$ cat config.mk
export PLATFORM = sky130hd
export DESIGN_NAME = serdes_link_ctrl
export DESIGN_NICKNAME = d
export VERILOG_FILES = /design/src/rtl/serdes_link_ctrl.sv
export SDC_FILE = /design/constraint.sdc
export NUM_CORES = 1
export LEC_CHECK = 0
export ABC_AREA = 1
export CAP_MARGIN = 20
export CORE_MARGIN = 2
export CORE_UTILIZATION = 60
export CTS_CLUSTER_DIAMETER = 60
export DETAILED_ROUTE_END_ITERATION = 12
export GPL_TIMING_DRIVEN = 0
export PLACE_DENSITY = 0.93
export SETUP_SLACK_MARGIN = 0.4
export SLEW_MARGIN = 20
export SYNTH_ARGS = -nofsm -noshare
export SYNTH_HDL_FRONTEND = slang
export SYNTH_SLANG_ARGS = --single-unit
$ cat constraint.sdc
create_clock -name clk_i -period 3.6 [get_ports clk_i]
set_clock_uncertainty 0.05 [all_clocks]
set_input_delay 0.36 -clock clk_i [delete_from_list [all_inputs] [get_ports clk_i]]
set_output_delay 0.36 -clock clk_i [all_outputs]
set_load 0.02 [all_outputs]
$ cat src/rtl/serdes_link_ctrl.sv
// serdes_link_ctrl
//   SERDES bring-up sequencer: pulses the PLL reset, then the TX/RX reset,
//   waits for reset-done and byte alignment (optionally an error-free PRBS
//   window), then reports link-up. Failed attempts are retried up to a
//   limit, after which the controller parks in FAIL until restarted.
//
//   Optional feature: define SERDES_LINK_CTRL_PRBS_EN to insert the PRBS_CHK
//   state between WAIT_ALIGN and LINK_UP. Without it prbs_cnt_reset_o is
//   held at 0 and rx_prbs_err_i is ignored.
//
// Ports
//   clk_i              controller clock
//   rst_i              asynchronous active-high reset
//   tx_reset_done_i    SERDES TX reset done        (asynchronous)
//   rx_reset_done_i    SERDES RX reset done        (asynchronous)
//   rx_byte_aligned_i  RX byte alignment achieved  (asynchronous)
//   rx_buf_err_i       RX elastic buffer error     (asynchronous)
//   rx_prbs_err_i      RX PRBS checker error       (asynchronous)
//   restart_i          synchronous restart request
//   pll_rst_o          PLL reset
//   trx_rst_o          TX/RX reset
//   prbs_cnt_reset_o   PRBS error counter reset
//   link_up_o          link is up
//   fail_o             bring-up abandoned
//   state_o[2:0]       current state code
//   retry_cnt_o[3:0]   consecutive failed attempts
//
// state      | meaning
// PLL_RST    | PLL and TX/RX held in reset for RST_HOLD cycles
// TRX_RST    | TX/RX held in reset for RST_HOLD cycles
// WAIT_DONE  | waiting for TX and RX reset-done
// WAIT_ALIGN | waiting for RX byte alignment
// PRBS_CHK   | waiting for PRBS_WIN consecutive error-free cycles
// LINK_UP    | link operational, watching for loss of alignment/buffer error
// FAIL       | retry budget exhausted, waiting for restart

module serdes_link_ctrl #(
    parameter int RST_HOLD  = 16,
    parameter int TIMEOUT   = 65535,
    parameter int MAX_RETRY = 3,
    parameter int PRBS_WIN  = 1024
) (
    input  logic       clk_i,
    input  logic       rst_i,
    input  logic       tx_reset_done_i,
    input  logic       rx_reset_done_i,
    input  logic       rx_byte_aligned_i,
    input  logic       rx_buf_err_i,
    input  logic       rx_prbs_err_i,
    input  logic       restart_i,
    output logic       pll_rst_o,
    output logic       trx_rst_o,
    output logic       prbs_cnt_reset_o,
    output logic       link_up_o,
    output logic       fail_o,
    output logic [2:0] state_o,
    output logic [3:0] retry_cnt_o
);

    typedef enum logic [2:0] {
        ST_PLL_RST    = 3'd0,
        ST_TRX_RST    = 3'd1,
        ST_WAIT_DONE  = 3'd2,
        ST_WAIT_ALIGN = 3'd3,
        ST_PRBS_CHK   = 3'd4,
        ST_LINK_UP    = 3'd5,
        ST_FAIL       = 3'd6
    } state_t;

    localparam logic [15:0] HOLD_LAST   = 16'(RST_HOLD - 1);
    localparam logic [15:0] WAIT_LAST   = 16'(TIMEOUT - 1);
    localparam logic [3:0]  RETRY_LIMIT = 4'(MAX_RETRY);

    // Two-flop synchronizers for every SERDES status input.
    logic [4:0] sync_meta;
    logic [4:0] sync_q;

    always_ff @(posedge clk_i or posedge rst_i) begin
        if (rst_i) begin
            sync_meta <= '0;
            sync_q    <= '0;
        end else begin
            sync_meta <= {tx_reset_done_i, rx_reset_done_i, rx_byte_aligned_i,
                          rx_buf_err_i, rx_prbs_err_i};
            sync_q    <= sync_meta;
        end
    end

    logic tx_done_s;
    logic rx_done_s;
    logic aligned_s;
    logic buf_err_s;

    assign tx_done_s = sync_q[4];
    assign rx_done_s = sync_q[3];
    assign aligned_s = sync_q[2];
    assign buf_err_s = sync_q[1];

    state_t      state;
    state_t      state_nxt;
    logic [15:0] cnt;
    logic [15:0] cnt_nxt;
    logic [15:0] cnt_inc;
    logic [3:0]  retry_nxt;
    logic [3:0]  retry_inc;
    logic        attempt_failed;

`ifdef SERDES_LINK_CTRL_PRBS_EN
    // The shared counter measures total time in PRBS_CHK (for the timeout);
    // win_cnt measures the current error-free run, restarted by each error.
    localparam logic [15:0] PRBS_LIMIT = 16'(TIMEOUT);
    localparam logic [15:0] WIN_LAST   = 16'(PRBS_WIN - 1);

    logic        prbs_err_s;
    logic [15:0] win_cnt;
    logic [15:0] win_nxt;

    assign prbs_err_s = sync_q[0];
`else
    logic [15:0] unused_cfg;
    assign unused_cfg = 16'(PRBS_WIN) ^ {15'd0, sync_q[0]};
`endif

    // Counter saturates instead of wrapping (long stays in LINK_UP/FAIL).
    assign cnt_inc   = (cnt == 16'hFFFF) ? cnt : cnt + 16'd1;
    assign retry_inc = retry_cnt_o + 4'd1;

    always_comb begin
        state_nxt      = state;
        cnt_nxt        = cnt_inc;
        retry_nxt      = retry_cnt_o;
        attempt_failed = 1'b0;
`ifdef SERDES_LINK_CTRL_PRBS_EN
        win_nxt        = win_cnt;
`endif
        if (restart_i) begin
            state_nxt = ST_PLL_RST;
            retry_nxt = '0;
        end else begin
            case (state)
                ST_PLL_RST: begin
                    if (cnt == HOLD_LAST) state_nxt = ST_TRX_RST;
                end
                ST_TRX_RST: begin
                    if (cnt == HOLD_LAST) state_nxt = ST_WAIT_DONE;
                end
                // Timeout is tested first so it wins over a same-cycle success.
                ST_WAIT_DONE: begin
                    if (cnt == WAIT_LAST)             attempt_failed = 1'b1;
                    else if (tx_done_s && rx_done_s)  state_nxt = ST_WAIT_ALIGN;
                end
                ST_WAIT_ALIGN: begin
                    if (cnt == WAIT_LAST) begin
                        attempt_failed = 1'b1;
                    end else if (aligned_s) begin
`ifdef SERDES_LINK_CTRL_PRBS_EN
                        state_nxt = ST_PRBS_CHK;
`else
                        state_nxt = ST_LINK_UP;
`endif
                    end
                end
`ifdef SERDES_LINK_CTRL_PRBS_EN
                // First cycle only clears the external error counter; the
                // error-free run is counted from the second cycle on.
                ST_PRBS_CHK: begin
                    if (cnt == PRBS_LIMIT) begin
                        attempt_failed = 1'b1;
                    end else if (cnt != 16'd0) begin
                        if (prbs_err_s)               win_nxt = '0;
                        else if (win_cnt == WIN_LAST) state_nxt = ST_LINK_UP;
                        else                          win_nxt = win_cnt + 16'd1;
                    end
                end
`endif
                ST_LINK_UP: begin
                    if (!aligned_s || buf_err_s) state_nxt = ST_TRX_RST;
                end
                ST_FAIL: begin
                    state_nxt = ST_FAIL;
                end
                default: begin
                    state_nxt = ST_PLL_RST;
                end
            endcase

            if (attempt_failed) begin
                retry_nxt = retry_inc;
                state_nxt = (retry_inc == RETRY_LIMIT) ? ST_FAIL : ST_TRX_RST;
            end
        end

        if (restart_i || (state_nxt != state)) begin
            cnt_nxt = '0;
`ifdef SERDES_LINK_CTRL_PRBS_EN
            win_nxt = '0;
`endif
        end

        if ((state_nxt == ST_LINK_UP) && (state != ST_LINK_UP)) retry_nxt = '0;
    end

    // Outputs are decoded from the next state so they change together with state_o.
    always_ff @(posedge clk_i or posedge rst_i) begin
        if (rst_i) begin
            state            <= ST_PLL_RST;
            cnt              <= '0;
            retry_cnt_o      <= '0;
            pll_rst_o        <= 1'b1;
            trx_rst_o        <= 1'b1;
            prbs_cnt_reset_o <= 1'b0;
            link_up_o        <= 1'b0;
            fail_o           <= 1'b0;
`ifdef SERDES_LINK_CTRL_PRBS_EN
            win_cnt          <= '0;
`endif
        end else begin
            state       <= state_nxt;
            cnt         <= cnt_nxt;
            retry_cnt_o <= retry_nxt;
            pll_rst_o   <= (state_nxt == ST_PLL_RST);
            trx_rst_o   <= (state_nxt inside {ST_PLL_RST, ST_TRX_RST, ST_FAIL});
            link_up_o   <= (state_nxt == ST_LINK_UP);
            fail_o      <= (state_nxt == ST_FAIL);
`ifdef SERDES_LINK_CTRL_PRBS_EN
            win_cnt          <= win_nxt;
            prbs_cnt_reset_o <= (state_nxt == ST_PRBS_CHK) && (state != ST_PRBS_CHK);
`else
            prbs_cnt_reset_o <= 1'b0;
`endif
        end
    end

    assign state_o = state;

endmodule

==> results of run 1 <==
==> path summary, 6_finish.rpt <==
kind	start	end	slack (ns)	depth (start not counted)
setup / recovery	retry_cnt_o[0]	cnt[1]	1.38	13
hold / removal	sync_meta[4]	sync_q[4]	0.31	0
setup reg to reg	retry_cnt_o[0]	cnt[1]	1.38	13
hold reg to reg	sync_meta[4]	sync_q[4]	0.31	0
max in group asynchronous	rst_i	sync_q[1]	2.63	2
min in group asynchronous	rst_i	cnt[11]	0.41	2
==> critical path: cells and delay by family (launching register included) <==
| family | cells | cell delay (ns) |
|---|---|---|
| adders and majority gates | 1 | 0.23 |
| xor gates and xnor gates | 1 | 0.20 |
| buffers and inverters | 2 | 0.27 |
| DFF | 1 | 0.45 |
| and+or+nand+nor | 9 | 0.96 |
==> metrics by stage <==
step / power (mW) / instances / hold WS (ns)
3_3_place_gp: 0.453 / 291 / 0.282
3_5_place_dp: 0.455 / 291 / 0.292
2_1_floorplan: 0.441 / 230 / 0.281
4_1_cts: 0.649 / 299 / 0.314
6_report: 0.642 / 299 / 0.310
5_1_grt: 0.670 / 299 / 0.320
==> cell families (layout without fill, tap and decap cells) <==
logic type	after synthesis	after routing	share of synthesized area [%]
and+or+nand+nor	135	135	36.9
AOI/OAI and AO/OA	12	12	3.27
other	1	1	0.192
DFF	35	35	45.0
buffers and inverters	32	57	7.18
adders and majority gates	4	4	2.56
xor gates and xnor gates	11	11	4.94
==> cell usage in the layout (no fill, tap or decap) <==
| cell type | Yosys | layout |
|---|---|---|
| conb_1 | 1 | 1 |
| dfrtp_1 | 33 | 33 |
| inv_2 | 2 | 3 |
| clkdlybuf4s50_1 | 0 | 17 |
| a21oi_1 | 1 | 1 |
| xnor2_1 | 5 | 5 |
| clkbuf_4 | 0 | 5 |
| a31o_2 | 1 | 1 |
| nor2_2 | 2 | 2 |
| buf_4 | 1 | 1 |
| nor3_1 | 5 | 5 |
| clkinv_1 | 1 | 1 |
| nand4_1 | 4 | 4 |
| nand3_1 | 14 | 14 |
| buf_12 | 1 | 1 |
| xor2_1 | 6 | 6 |
| ha_1 | 4 | 4 |
| nand2_2 | 11 | 11 |
| dfstp_2 | 2 | 2 |
| nand3b_1 | 2 | 2 |
| o21ai_0 | 10 | 10 |
| nor2_1 | 37 | 37 |
| nand2_4 | 2 | 2 |
| nor2_4 | 13 | 13 |
| inv_1 | 27 | 26 |
| nand2_1 | 42 | 42 |
| nand3_2 | 2 | 2 |
| clkbuf_1 | 0 | 3 |
| nand3_4 | 1 | 1 |
==> layout make-up <==
type / instances / area (µm²)
Timing Repair Buffer: 17 / 170
Buffer: 2 / 27.5
Multi-Input combinational cell: 163 / 933
Tap cell: 44 / 55.1
Sequential cell: 35 / 878
Fill cell: 234 / 852
Clock buffer: 8 / 48.8
Inverter: 30 / 113
==> power breakdown <==
part           switching (mW)  internal, mW
Clock                   0.118        0.0779
Sequential            0.00416         0.400
Combinational          0.0258        0.0162
==> sequential cells by signal, summed over array words and instances (netlist names) <==
signal	cells
pll_rst_o	1
sync_meta	4
cnt	16
fail_o	1
trx_rst_o	1
state_o	3
link_up_o	1
retry_cnt_o	4
sync_q	4
==> metal layers <==
layer,global-route usage (%),wire (µm),vias to the layer above
li1,-,-,757
met5,0,0,-
met1,26.5,1540,697
met2,35.4,1710,34
met4,7.76,74,0
met3,6.51,117,10
==> metrics, run 1 <==
top post-synthesis cells by area dfrtp_1 (42%), nand2_1 (8.1%), nor2_4 (7.5%); Die ar. 0.00373 mm²; Routed Wire Length 3440 µm; Post-Place Cell Area 0.00218 mm²; Area Growth Syn to Fin 14.0%; top cells by count, synth nand2_1 (42), nor2_1 (37), dfrtp_1 (33); Crit-path slowest cell dfrtp_1; RePlAce Congestion 0.893; wire per inst 11.5 µm; Setup TNS Final 0 ns; latest clock arrival within the worst-skew pair 0.33 ns; root buffer cell clkbuf_4; Starting DRT DRC Count 55; status completed; Slew HR 54.4%; worst min-delay path category flip-flop to flip-flop; n_diodes 0; htree depth 2; area share of the largest cell type after synthesis 42.3%; nets 266; final hold violation count 0; Die Y 61.0 µm; VDD IR max 0.258 mV; die width 61.0 µm; EDFF count, synth 0; Post-CTS Resized 0; Post-CTS Hold Buffers 0; Most used DFF post-synth dfrtp_1; slowest cell delay on critical path 0.45 ns; largest net degree at the start of global routing 36; Congestion Overflow GR 0; I/O pin cnt 20; Clock transition at path regs 0.11 ns; via count 1498; cell area after layout 0.00223 mm²; kind of critical path flip-flop to flip-flop; post-CTS setup buffers 0; DR pass1 iterations 5; Avg Cell Area, Syn 8.49 µm²; Crit. End Element flip-flop; area leader, netlist dfrtp_1; final worst slack 1.38 ns; layout cells sized above 1 17.3%; core region area 0.00308 mm²; global-route wire length before repair 5830 µm; CP Data Required Time 3.81 ns; clk buf depth 2; vias per std cell 5.01; Std-Cell Rows 20; Worst EP arrival 2.43 ns; Max Slew Vio Count 0; most frequent cell after synthesis nand2_1; Yosys warnings 0; Yosys reg bits 35; async set or reset register ratio after synthesis 100%; max-cap violations 0; crit path time final 2.22 ns; Residual DRC 0; CP Launch Type flip-flop; vias in the first global route 1398; CTS tree yes; period utilisation layout 61.6%; Max Freq 451 MHz; fin util 72.3%; pwr/cell area 288 mW/mm²; Critical Path Fanout Max 10; Setup Viol. Count Final 0; post-place setup slack 1.43 ns; clock sinks 35; cts bufs inserted 5; synthesized netlist cell count 230; Worst Tran Pin Value 0.683 ns; Yosys cell types 26; hpwl dp 2630 µm; port buffer count 17; RSZ-0062 raised after global routing false; sequential area share after synthesis 45.0%; initial antenna violation count 0; effective utilization at floorplan 63.4%; gr usage total 21.4%; crit path cell chain ha_1, xnor2_1, nand2_1, nor2_1, nor2_2, nor2_2, nand2_4, inv_2, nand2_2, nand2_2, nand3_4, buf_12, nor2_4; Syn Std Cell Area 0.00195 mm²; Final ANT Viol Nets 0; Mapped Nets 242; Pleak 1.06 nW
Note: power is estimated with default switching activity, not from simulation.
==> inputs of run 2 (changes only) <==
--- a/config.mk
+++ b/config.mk
@@ -8,11 +8,11 @@
 export ABC_AREA = 1
 export CAP_MARGIN = 20
 export CORE_MARGIN = 2
-export CORE_UTILIZATION = 60
+export CORE_UTILIZATION = 56
 export CTS_CLUSTER_DIAMETER = 60
 export DETAILED_ROUTE_END_ITERATION = 12
 export GPL_TIMING_DRIVEN = 0
-export PLACE_DENSITY = 0.93
+export PLACE_DENSITY = 0.88
 export SETUP_SLACK_MARGIN = 0.4
 export SLEW_MARGIN = 20
 export SYNTH_ARGS = -nofsm -noshare
==> constraint.sdc (replaced) <==
create_clock -name clk_i -period 2.25 [get_ports clk_i]
set_clock_uncertainty 0.05 [all_clocks]
set_input_delay 0.225 -clock clk_i [delete_from_list [all_inputs] [get_ports clk_i]]
set_output_delay 0.225 -clock clk_i [all_outputs]
set_load 0.02 [all_outputs]
==> run 2 against run 1 <==
  * Final cell count rose by 11%
  * Utilization up 11 points
  * Global-route usage grew 1.4 points
  * Hold slack worse by 0.068 ns
  * Combinational power is 140% higher
  * Critical path depth up 1
  * Largest power group unchanged
  * Clock power is 140% higher
  * Setup slack got worse by 1.3 ns
  * Non-clock buffer count increased by 31
  * Die area rose by 6.7%
==> metrics, run 2 (synthesis gave the netlist of run 1 again) <==
met1 GRT Util 26.8%; period utilisation layout 96.7%; root buffer cell clkbuf_4; crit path time final 2.17 ns; effective utilization at floorplan 58.5%; core region area 0.00334 mm²; I/O pin cnt 20; Std-Cell Rows 21; RSZ-0062 raised after global routing true; status completed; Setup Viol. Count Final 0; Critical Path Fanout Max 7; Max Slew Vio Count 0; final hold violation count 0; max reg flops 16; Die Y 63.0 µm; Slew HR 51.6%; Pleak 1.29 nW; gr usage total 22.8%; Biggest register cnt; Final ANT Viol Nets 0; vias per std cell 5.70; post-place setup slack 0.159 ns; final worst slack 0.0754 ns; Routed Wire Length 5750 µm; RePlAce Congestion 0.858; initial antenna violation count 0; Clock transition at path regs 0.13 ns; GRT busiest layer met2; Post-CTS Hold Buffers 0; met3 Track Usage GR 6.49%; Starting DRT DRC Count 192; Worst EP arrival 2.35 ns; most frequent cells in the layout nand2_1 (30), buf_4 (28), dfrtp_1 (27), nor2_4 (22); Residual DRC 0; commonest non-fill, non-tap cell in the layout nand2_1; via count 1897; worst reg2reg setup slack 0.08 ns; GR Layer Usage met2 37.6%; Power Total 1.22 mW; n_diodes 0; hpwl dp 2440 µm; layout cells sized above 1 44.6%; kind of critical path flip-flop to flip-flop; die width 63.0 µm; global-route wire length before repair 7020 µm; Area Growth Syn to Fin 42.2%; htree depth 2; clk buf depth 2; Congestion Overflow GR 0; Die ar. 0.00397 mm²; Max Freq 460 MHz; Crit. End Element flip-flop; CP Data Required Time 2.42 ns; clock sinks 35; port buffer count 17; VDD IR max 0.591 mV; DR pass1 iterations 5; vias in the first global route 1581; worst min-delay path category input pin to async pin; wire per inst 17.3 µm; max-cap violations 0; largest net degree at the start of global routing 36; Worst Tran Pin Value 0.724 ns; nets 298; pwr/cell area 438 mW/mm²; CP Launch Type flip-flop; latest clock arrival within the worst-skew pair 0.36 ns; cts bufs inserted 5; CTS tree yes
run 2: changes by cell type in the layout (fill, tap and decap cells not counted), moves of 7 or more:
cell,change
nor2_2,+7
nand2_1,-12
nor2_4,+9
nand2_2,+10
nor2_1,-16
buf_4,+27
run 2: layout make-up:
class                      instances  area [µm²]
multi-input combinational        164        1170
clock buffer                       5        37.5
clock inverter                     3        43.8
fill                             169         562
timing repair buffer              48         443
buffer                             2        27.5
sequential                        35         886
inverter                          30         113
tap                               46        57.6
run 2: worst paths after layout:
check,from,end,depth (start not counted)
max,cnt[15],cnt[4],14
min,rst_i,cnt[15],2
max reg2reg,cnt[15],cnt[4],14
min reg2reg,sync_meta[1],sync_q[1],0
max in group asynchronous,rst_i,cnt[1],2
min in group clk_i,rx_byte_aligned_i,sync_meta[2],1
run 2: layer usage:
layer,vias up,wire [µm]
met3,52,521
met4,0,406
met1,887,2130
met5,-,0
met2,135,2700
li1,823,-
run 2: per-stage QoR:
stage	utilization, %	hold WS (ns)	std cells	TNS, ns	cell area (µm²)
finish	83.2	0.242	333	0	2780
global route	83.2	0.248	333	-0.217	2780
CTS	74.1	0.246	317	0	2470
detailed placement	66.4	0.289	293	0	2210
global placement	66.4	0.283	293	0	2210
floorplan	-	0.206	230	0	1990
run 2: timing repair:
action,CTS,global route
endpoints found under the setup margin,20,24
gates cloned,1,1
endpoints found under the hold margin,0,0
buffers inserted,15,15
pin swaps,9,23
resized for setup,10,54
run 2: power breakdown:
group / leakage, nW / switching (mW) / internal [mW] / total (mW)
combinational: 0.796 / 0.0561 / 0.0441 / 0.100
clock: 0.0452 / 0.231 / 0.234 / 0.465
sequential: 0.451 / 0.0105 / 0.641 / 0.651
total: 1.29 / 0.297 / 0.919 / 1.22
run 2: critical path, stage by stage (launching register included):
cell	delay, ns
dfrtp_1	0.47
nand2_2	0.10
nor2_4	0.20
nand2_4	0.10
nor2_4	0.17
nand2_4	0.13
nor2_4	0.12
nor2_4	0.06
nand2_2	0.08
nand2_2	0.07
nand2_1	0.09
inv_2	0.05
nand3_4	0.15
buf_12	0.16
nor2_4	0.03
==> inputs of run 3 (changes only) <==
--- a/config.mk
+++ b/config.mk
@@ -13,6 +13,7 @@
 export DETAILED_ROUTE_END_ITERATION = 12
 export GPL_TIMING_DRIVEN = 0
 export PLACE_DENSITY = 0.88
+export REMOVE_ABC_BUFFERS = 1
 export SETUP_SLACK_MARGIN = 0.4
 export SLEW_MARGIN = 20
 export SYNTH_ARGS = -nofsm -noshare
==> run 3 against run 2 <==
  * Die area unchanged
  * Clock power fell by 21%
  * Global-route usage grew 2.5 points
  * Critical path depth up 1
  * Final cell count decreased by 1.8%
  * Combinational power up 4%
  * Design area decreased by 3.4%
  * Setup slack better by 0.0063 ns
  * Largest cell class unchanged
==> metrics, run 3 (synthesis gave the netlist of run 1 again) <==
clk buf depth 2; RR Startpoint cnt[0]; effective utilization at floorplan 58.5%; DR pass1 iterations 6; layout cells sized above 1 41.6%; Die ar. 0.00397 mm²; Reg2Reg Capture Point cnt[6]; placed insts 291; Area Growth Syn to Fin 37.3%; buffers and inverters on the worst path 3; initial antenna violation count 0; Worst Tran Pin Value 0.721 ns; max-cap violations 0; cts bufs inserted 5; via count 1761; Residual DRC 0; Critical Path Fanout Max 7; core region area 0.00334 mm²; final hold violation count 0; Setup Viol. Count Final 0; Pleak 1.23 nW; slowest cell delay on critical path 0.42 ns; CP delay by family, top simple AND/OR/NAND/NOR gates; Max Slew Vio Count 0; max reg flops 16; Congestion Overflow GR 0; Max Freq 461 MHz; commonest non-fill, non-tap cell in the layout dfrtp_1; global-route wire length before repair 7620 µm; RePlAce Congestion 0.873; CP Launch Type flip-flop; htree depth 2; wire per inst 16.5 µm; Power Total 1.12 mW; crit path time final 2.17 ns; Worst path most repeated cell nor2_2; Final Non-Filler Cells 327; largest net degree at the start of global routing 36; Crit. End Element flip-flop; CP Data Required Time 2.49 ns; vias in the first global route 1727; status completed; post-place setup slack -0.104 ns; nets 292; worst min-delay path category input pin to flip-flop; Worst EP arrival 2.41 ns; Die Y 63.0 µm; Biggest register cnt; kind of critical path flip-flop to flip-flop; Routed Wire Length 5400 µm; pwr/cell area 418 mW/mm²; VDD IR max 0.419 mV; most frequent cells in the layout dfrtp_1 (32), nand2_1 (30), inv_1 (23), buf_4 (23); period utilisation layout 96.4%; crit path cell chain inv_2, ha_4, inv_2, nor2_2, nand2_2, nor2_4, nor2_2, nor2_2, nand3_4, nand3_4, nand2_2, nand2_2, nand3_4, buf_12, nor2_2; I/O pin cnt 20; Std-Cell Rows 21; hold path cells 1; root buffer cell clkbuf_4; Final ANT Viol Nets 0; Post-CTS Hold Buffers 0; RSZ-0062 raised after global routing true; Slew HR 51.9%; Setup TNS Final 0 ns; die width 63.0 µm; n_diodes 0; port buffer count 17; Clock transition at path regs 0.12 ns; worst reg2reg setup slack 0.08 ns; gr usage total 25.3%; HP Start rx_byte_aligned_i; vias per std cell 5.39; clock sinks 35; CTS tree yes; Worst R2R Path Depth 15; Crit-path slowest cell dfrtp_1; final worst slack 0.0817 ns; latest clock arrival within the worst-skew pair 0.36 ns; hold-critical path endpoint sync_meta[2]; hpwl dp 2600 µm; Starting DRT DRC Count 55
[run 3: changes by cell type in the layout (fill, tap and decap cells not counted), moves of 2 or more]
cell and change:
buf_4 -5, dfrtp_1 +5, dfrtp_2 -5, inv_1 +2, inv_2 -3, nor2_2 +3
nor2_4 -2
[run 3: worst max path at each step]
stage	from	slack, ns	endpoint	depth (start not counted)
after floorplan	retry_cnt_o[0]	0.12	cnt[10]	12
after CTS	retry_cnt_o[1]	0.29	cnt[0]	13
after global routing	cnt[12]	-0.05	cnt[6]	13
after global placement	cnt[0]	0.02	cnt[5]	14
after detailed placement	retry_cnt_o[0]	-0.10	cnt[5]	12
final	cnt[0]	0.08	cnt[6]	15
[run 3: area by class of cell]
cell class / instances / area [µm²]
sequential: 35 / 880
timing repair buffer: 45 / 424
tap: 46 / 57.6
multi-input combinational: 163 / 1140
inverter: 30 / 113
clock buffer: 5 / 37.5
fill: 204 / 657
clock inverter: 3 / 25.0
[run 3: metal layers]
layer	part of all wire, %	vias up	GRT usage (%)
li1	-	820	-
met1	35	848	27.5
met2	54	62	46.3
met3	4.6	31	5.41
met4	6.4	0	11.9
met5	0	-	0
[run 3: timing repair]
action	in CTS	in global routing
cloned	1	0
resized for setup	23	42
setup buffers	20	7
pin swaps	18	20
setup endpoints to repair	22	25
[run 3: per-stage QoR]
stage	hold slack [ns]	cell area [µm²]	util, %
floorplan	0.206	1920	-
global placement	0.282	2150	64.5
detailed placement	0.290	2150	64.5
CTS	0.241	2480	74.3
global route	0.233	2680	80.3
finish	0.231	2680	80.3
[run 3: power by group]
part / switching [mW] / internal [mW] / leakage (nW)
sequential: 0.00813 / 0.641 / 0.460
clock: 0.242 / 0.125 / 0.0314
combinational: 0.0579 / 0.0461 / 0.742
